--- src/rtl/adder_pkg.sv ---
// Shared definitions for the adder/subtractor and its flag consumers.
//   ADDER_WIDTH : default operand/result width in bits
//   flags_t     : packed {c, v, z} condition flags, reused by ALU and branch logic
package adder_pkg;

  localparam int ADDER_WIDTH = 64;

  typedef struct packed {
    logic c;  // carry out of MSB (subtract: 1 = no borrow)
    logic v;  // signed overflow
    logic z;  // result is zero
  } flags_t;

endpackage

--- src/rtl/adder_cla4.sv ---
// 4-bit carry-lookahead slice.
//   a, b : 4-bit operands (b already inverted for subtraction by the caller)
//   cin  : carry into bit 0
//   s    : 4-bit sum
//   cout : carry out of bit 3
//   c3   : carry into bit 3, used for the overflow flag in the top slice
module adder_cla4 (
  input  logic [3:0] a,
  input  logic [3:0] b,
  input  logic       cin,
  output logic [3:0] s,
  output logic       cout,
  output logic       c3
);

  logic [3:0] g;
  logic [3:0] p;
  logic [3:0] c;

  assign g = a & b;
  assign p = a ^ b;

  // Every carry is a flat sum-of-products of g/p/cin, so none waits on
  // the carry of the bit below it.
  assign c[0] = cin;
  assign c[1] = g[0] | (p[0] & cin);
  assign c[2] = g[1] | (p[1] & g[0]) | (p[1] & p[0] & cin);
  assign c[3] = g[2] | (p[2] & g[1]) | (p[2] & p[1] & g[0])
              | (p[2] & p[1] & p[0] & cin);
  assign cout = g[3] | (p[3] & g[2]) | (p[3] & p[2] & g[1])
              | (p[3] & p[2] & p[1] & g[0]) | (p[3] & p[2] & p[1] & p[0] & cin);

  assign s  = p ^ c;
  assign c3 = c[3];

endmodule

--- src/rtl/adder.sv ---
// Two's-complement adder/subtractor with combinational and registered outputs.
//   clk            : system clock; registered outputs update on rising edge
//   rst            : asynchronous active-low reset; clears registered outputs
//   A, B           : operands
//   M              : 0 = A+B, 1 = A-B
//   S, C, V, Z     : combinational result and flags (independent of clk/rst)
//   S_q, C_q, V_q, Z_q : the same values registered one cycle later
// WIDTH must be a multiple of 4 (one lookahead slice per nibble).
module adder
  import adder_pkg::*;
#(
  parameter int WIDTH = ADDER_WIDTH
) (
  input  logic             clk,
  input  logic             rst,
  input  logic [WIDTH-1:0] A,
  input  logic [WIDTH-1:0] B,
  input  logic             M,
  output logic [WIDTH-1:0] S,
  output logic             C,
  output logic             V,
  output logic             Z,
  output logic [WIDTH-1:0] S_q,
  output logic             C_q,
  output logic             V_q,
  output logic             Z_q
);

  localparam int NSLICE = WIDTH / 4;

  logic [WIDTH-1:0]  b_eff;
  logic [NSLICE:0]   carry;
  logic [NSLICE-1:0] c3_s;
  flags_t            flags_d;

  // Subtraction is A + ~B + 1: invert B and feed M in as the carry-in.
  assign b_eff    = B ^ {WIDTH{M}};
  assign carry[0] = M;

  // Slices are rippled block-to-block through carry[].
  generate
    for (genvar gi = 0; gi < NSLICE; gi++) begin : g_slice
      adder_cla4 u_cla4 (
        .a    (A[4*gi +: 4]),
        .b    (b_eff[4*gi +: 4]),
        .cin  (carry[gi]),
        .s    (S[4*gi +: 4]),
        .cout (carry[gi+1]),
        .c3   (c3_s[gi])
      );
    end
    // Only the top slice's carry-into-bit-3 (the carry into the MSB) matters.
    if (NSLICE > 1) begin : g_lower_c3
      logic unused_c3;
      assign unused_c3 = ^c3_s[NSLICE-2:0];
    end
  endgenerate

  assign C = carry[NSLICE];
  assign V = c3_s[NSLICE-1] ^ carry[NSLICE];
  assign Z = ~|S;

  assign flags_d = '{c: C, v: V, z: Z};

  always_ff @(posedge clk or negedge rst) begin
    if (!rst) begin
      S_q <= '0;
      C_q <= 1'b0;
      V_q <= 1'b0;
      Z_q <= 1'b0;
    end else begin
      S_q <= S;
      C_q <= flags_d.c;
      V_q <= flags_d.v;
      Z_q <= flags_d.z;
    end
  end

endmodule

--- config.mk ---
export PLATFORM = sky130hd
export DESIGN_NAME = adder
export DESIGN_NICKNAME = d
export VERILOG_FILES = /design/src/rtl/adder_pkg.sv /design/src/rtl/adder_cla4.sv /design/src/rtl/adder.sv
export SDC_FILE = /design/constraint.sdc
export NUM_CORES = 1
export LEC_CHECK = 0
export CORE_MARGIN = 5
export CORE_UTILIZATION = 42
export CTS_CLUSTER_DIAMETER = 150
export DETAILED_ROUTE_END_ITERATION = 7
export PLACE_DENSITY = 0.79
export SETUP_SLACK_MARGIN = 0.1
export SYNTH_ARGS = -nofsm -noshare
export SYNTH_HDL_FRONTEND = slang
export SYNTH_SLANG_ARGS = --single-unit
export TNS_END_PERCENT = 100
--- constraint.sdc ---
create_clock -name clk -period 18.06 [get_ports clk]
set_input_delay 5.418 -clock clk [delete_from_list [all_inputs] [get_ports clk]]
set_output_delay 5.418 -clock clk [all_outputs]
set_load 0.1 [all_outputs]
* Yosys cells after proc, flatten, opt, wreduce, memory -nomap -nowiden *
Cells that the tools add are included.

word-level totals
  register bits after elaboration = 67
  bits in latches = 0
  RAM bits = 0
  ROM bits = 0
  input bits = 131
  output and inout bits = 134
  logic and storage cells = 472
  memories = 0

operators by class
  $add $sub $neg = 0
  $mul = 0
  divide/modulo/power cells = 0
  $lt $le $gt $ge = 0
  equality and inequality tests = 0
  shift-type cells = 0
  multiplexer cells = 0
  bitwise gates (word level) = 466
  reduce and logical (&&, ||, !) cells = 2

operator list
  operator           count
  $and A1 B1 Y1      256
  $or A1 B1 Y1       160
  $xor A4 B4 Y4      32
  $and A4 B4 Y4      16
  $reduce_or A64 Y1  1
  $xor A64 B64 Y64   1
  $logic_not A1 Y1   1
  $xor A1 B1 Y1      1

* Logic depth before layout (Yosys ltp) *
  depth in word-level cells = 40
  depth in mapped cells = 25
  mapped depth without buffers = 21

* By module *
Synthesis repeated with hierarchy kept, for this count alone.

unflattened totals
  cells, all modules = 384
  area, all modules = 4682.0 sq um

by module, submodules not included
  module      instances  cells each  area each (sq um)  seq. area each (sq um)
  adder       1          160         2439.8             1676.6
  adder_cla4  16         14          140.1              0.0

* Worst setup path before layout *
OpenSTA, ideal clock, no wires.

  path kind = input port to output port
  from = in M
  to = out Z
  arrival time = 13.301 ns
  data required time = 12.642 ns
  setup slack = -0.659 ns
  cell stages on the path = 25
  buffers on the path = 4
  path through = buf_6 clkbuf_1 clkbuf_1 xor2_1 ha_1 clkbuf_1 nand4_1 nor3_1 a22oi_1 o211a_1 o21ai_0 a31o_2 a21o_1 a21o_1 a21oi_1 fa_1 xnor2_1 nor4_1 nand2_1 or4_1 nor4_1 and4b_1 o2111ai_1 or4_1 a2111oi_2

on the way
  elaborated cells on any way between the ends = 456
  classes of those cells = bitwise: 454; reduce/logical: 2

RTL lines
  item                                                   RTL line                            source
  start: declaration                                     adder.sv:18                         input logic M,
  $xor A64 B64 Y64                                       adder.sv:37                         assign b_eff = B ^ {WIDTH{M}};
  $xor A4 B4 Y4 / $and A4 B4 Y4 (equally long branches)  adder_cla4.sv:21, adder_cla4.sv:20
  $and A1 B1 Y1, on equally long branches                adder_cla4.sv:30, adder_cla4.sv:31
  $or A1 B1 Y1 (tied with other cells)                   adder_cla4.sv:30                    assign cout = g[3] | (p[3] & g[2]) | (p[3] & p[2] & g[1])
  $or A1 B1 Y1 / $and A1 B1 Y1 (equally long branches)   adder_cla4.sv:30, adder_cla4.sv:31
  $or A1 B1 Y1 / $and A1 B1 Y1 (equally long branches)   adder_cla4.sv:31                    | (p[3] & p[2] & p[1] & g[0]) | (p[3] & p[2] & p[1] & p[0] & cin);
  $or A1 B1 Y1                                           adder_cla4.sv:31
  $and A1 B1 Y1                                          adder_cla4.sv:31
  [... 11 more ...]                                      -
  $and A1 B1 Y1                                          adder_cla4.sv:31
  $or A1 B1 Y1                                           adder_cla4.sv:31
  $and A1 B1 Y1                                          adder_cla4.sv:26                    assign c[1] = g[0] | (p[0] & cin);
  $or A1 B1 Y1                                           adder_cla4.sv:26
  $xor A4 B4 Y4 *                                        adder_cla4.sv:33                    assign s = p ^ c;
  via S[33]                                              adder.sv:19                         output logic [WIDTH-1:0] S,
  $reduce_or A64 Y1 *                                    adder.sv:61                         assign Z = ~|S;
  $logic_not A1 Y1 *                                     adder.sv:61
  end: declaration                                       adder.sv:22                         output logic Z,

Mark *: on every way through the listed nets, which the timed path passes. The rest lies on a longest branch.

* Worst setup path after layout *
  from = in M
  to = out Z

on the way
  cells in the longest elaborated chain, start to end = 40
  elaborated cells on any way between the ends = 456
  classes of those cells = bitwise: 454; reduce/logical: 2

RTL lines
  item                                                   RTL line
  $xor A64 B64 Y64                                       adder.sv:37
  $xor A4 B4 Y4 / $and A4 B4 Y4 (equally long branches)  adder_cla4.sv:21, adder_cla4.sv:20
  $and A1 B1 Y1, on equally long branches                adder_cla4.sv:30, adder_cla4.sv:31
  $or A1 B1 Y1 (tied with other cells)                   adder_cla4.sv:30
  $or A1 B1 Y1 / $and A1 B1 Y1 (equally long branches)   adder_cla4.sv:30, adder_cla4.sv:31
  $or A1 B1 Y1 / $and A1 B1 Y1 (equally long branches)   adder_cla4.sv:31
  $or A1 B1 Y1                                           adder_cla4.sv:31
  $and A1 B1 Y1                                          adder_cla4.sv:31
  [... 24 more ...]                                      -
  $or A1 B1 Y1                                           adder_cla4.sv:31
  $and A1 B1 Y1                                          adder_cla4.sv:31
  $or A1 B1 Y1                                           adder_cla4.sv:31
  $and A1 B1 Y1, on equally long branches                adder_cla4.sv:26, adder_cla4.sv:27, adder_cla4.sv:29
  $or A1 B1 Y1, on equally long branches                 adder_cla4.sv:26, adder_cla4.sv:27, adder_cla4.sv:29
  $xor A4 B4 Y4                                          adder_cla4.sv:33
  $reduce_or A64 Y1 *                                    adder.sv:61
  $logic_not A1 Y1 *                                     adder.sv:61

Every way passes the cells marked *; elsewhere a longest branch is shown, timed or not.

==> run_results.csv <==
group,metric,value,unit
global_route,overflow,0,
clock_tree,cts-root-buf,"clkbuf_16",
place,dpl.hpwl,16400,um
floorplan,rows,42,
logic_synthesis,synth_xor_area_share,16.4,%
logic_synthesis,yosysUniqueCellTypes,60,
timing,rsz0062_at_grt,"no",
logic_synthesis,synth-edff-count,0,
worst_setup_path,end_kind,"primary output",
pwr,switching_share,63.9,%
worst_setup_path,worstSetupPathType,"input port to primary output",
clock_tree,clk_pin_slew,50,ps
global_route,antenna_found_initial,0,
logic_synthesis,synth_compound_area_share,16.1,%
timing,tightest_slew,1030,ps
timing,max_freq,57.7,MHz
finish,layout-drive-gt1-share,4.37,%
logic_synthesis,yosys_most_used_dff,"dfrtp_1",
pwr,power.switching,0.999,mW
finish,final_nets,1076,
timing,timing.final.hold_violations,0,
logic_synthesis,synth_fa_ha_area_share,19.5,%
timing,final.setup.tns,0,ps
worst_setup_path,worst_ep_arrival_time,11920,ps
pwr,p_int,0.564,mW
floorplan,ios,265,
routing,avgViaCountPerCell,5.26,
clock_tree,cts_tree,"done",
clock_tree,cts.htree.levels,3,
finish,antenna_cells,0,
logic_synthesis,synth_simple_gate_area_share,13.5,%
pwr,seqPwrFrac,13.4,%
floorplan,die_area,15900,um2
pwr,power.leakage,3.92,nW
logic_synthesis,synth_mux_area_share,0.177,%
timing,drv_slew,0,
worst_setup_path,worstSetupStartpointType,"input port",
logic_synthesis,synth_seq_cells,67,
logic_synthesis,syn_inst,599,
routing,routed_wl,19600,um
finish,final_common_cell,"clkdlybuf4s50_1",
worst_setup_path,cp_max_fo,52,
routing,wl_per_cell,18.7,um
floorplan,core_area,13200,um2
pwr,clockPowerShare,10.2,%
timing,fin_crit_sh,96.0,%
global_route,grt_use_total,24.2,%
finish,layout_common_cells,"clkdlybuf4s50_1 (261), xor2_1 (75), dfrtp_1 (67), ha_1 (64), inv_1 (60)",
timing,min_period,17340,ps
logic_synthesis,ys_warn_count,0,
logic_synthesis,synth_top_family_by_area,"adder cells",
clock_tree,cts_resized,0,
routing,remaining_drc_errors,0,
clock_tree,clock_tree.buffer_depth,2,
pwr,design_power_total,1.56,mW
worst_hold_path,hold_path.class,"input port to async pin",
clock_tree,ctsHoldBuffers,0,
clock_tree,cts_setup_buffers,0,
global_route,grt_max_degree,68,
pwr,peakVddDrop,0.122,mV
worst_setup_path,cp.required,12640,ps
finish,syn2layout_area_growth,56.6,%
global_route,grt_pass1_wl,30300,um
floorplan,initial_core_util,42.7,%
timing,finalSetupViolations,0,
logic_synthesis,syn_nets,809,
timing,slew_headroom,29.6,%
pwr,p_comb_share,76.4,%
routing,drt_iter0_markers,239,
routing,vias,5504,
clock_tree,cts_sinks,67,
finish,final_util,66.9,%
clock_tree,cts_buffers,9,
timing,worst_hold_slack,5190,ps
place,io_buffers,264,
floorplan,fp.dieW,126,um
global_route,grt_pass1_vias,5674,
routing,ant_nets,0,
run_status,status,"complete, no violations",
pwr,p_per_area,176,nW/um2
flow_run,drv_cap,0,
place,place_congestion,0.963,
logic_synthesis,synth.avg_cell_area,9.45,um2
floorplan,die_y,126,um
logic_synthesis,async_flop_share,100,%
logic_synthesis,ys_seq_area_share,29.6,%
routing,firstDrtPassIters,5,
logic_synthesis,synthesis.area,5660,um2
-- layer usage --
layer / GRT usage (%) / part of all wire, % / vias to the layer above
li1: - / - / 2641
met5: 0 / 0 / -
met4: 9.34 / 3.2 / 0
met1: 29.2 / 41 / 2588
met3: 5.84 / 6.0 / 42
met2: 41.6 / 49 / 233
-- flip-flops by register name (all words and copies together) (netlist names) --
name / count
Z_q: 1
C_q: 1
V_q: 1
S_q: 64
-- cell type report --
type,count,area (um2)
clock inverter,2,12.5
fill,1065,4380
clock buffer,13,250
multi-input combinational,462,3820
inverter,60,225
sequential,67,1680
timing repair buffer,266,2660
tap,176,220
-- how the worst max path moves through the flow --
| stage | start | endpoint | slack, ps | depth (start not counted) |
|---|---|---|---|---|
| after floorplan | M | Z | 130 | 25 |
| after global placement | M | Z | 960 | 22 |
| after detailed placement | M | Z | 730 | 22 |
| after CTS | M | Z | 720 | 22 |
| after global routing | M | Z | 220 | 22 |
| final | M | Z | 720 | 22 |
-- power groups by stage --
stage               Clock (mW)  Sequential, mW  Combinational (mW)
CTS                      0.162           0.210                1.20
detailed placement           0           0.213                1.19
floorplan                    0           0.565               0.545
global placement             0           0.211                1.19
finish                   0.159           0.210                1.19
global route             0.168           0.215                1.23
-- synthesized netlist by cell type (3+ instances only) --
library cell	instances	share of area, %
o211ai_1	4	0.53
clkbuf_1	6	0.40
nand2_1	29	1.9
nand3_1	5	0.44
nor4_1	10	1.1
a21o_1	13	1.7
o21ai_0	14	1.2
dfrtp_1	67	30
buf_1	3	0.20
a211o_1	4	0.62
xor2_1	75	12
or4_1	5	0.66
nand4_1	13	1.4
nor3_1	17	1.5
o41ai_1	3	0.46
o21a_1	3	0.40
fa_1	15	5.3
and3_1	6	0.66
nand2b_1	8	0.88
o21ai_1	7	0.62
a21oi_1	30	2.7
o21bai_1	8	1.1
xnor2_1	31	4.8
inv_1	60	4.0
a31oi_1	7	0.77
a211oi_1	5	0.66
a2111oi_0	3	0.46
ha_1	64	14
a2111o_1	3	0.60
o22ai_1	3	0.33
nor2_1	36	2.4
nand3b_1	3	0.40
-- critical path, stage by stage --
cell	delay [ps]
buf_4	630
xor2_1	170
ha_1	450
nand4_1	140
nor3_1	300
a22oi_1	190
o211a_1	310
o21ai_2	310
a21oi_1	190
o21ai_0	260
inv_1	100
fa_1	550
nand4_1	170
nor4_1	280
nand2_1	90
or4_1	410
nor4_1	180
and4b_1	260
o2111ai_1	120
or4_1	590
a2111oi_2	520
buf_12	240
-- per-stage QoR --
stage	setup WS, ps	instances	cell area (um2)
after global placement	963	1031	8600
after floorplan	128	599	5780
after detailed placement	728	1031	8600
after CTS	718	1046	8860
after global routing	225	1046	8860
final	722	1046	8860
-- kinds of logic (layout without fill, tap and decap cells) --
logic type	after synthesis	in the layout
adder cells (fa/ha/maj)	79	79
flip-flops	67	67
AO/OA/AOI/OAI	128	128
multiplexers	1	1
AND/OR/NAND/NOR	148	148
XOR/XNOR	106	106
buffers and inverters	70	341
Power figures use the tool's default switching activity.
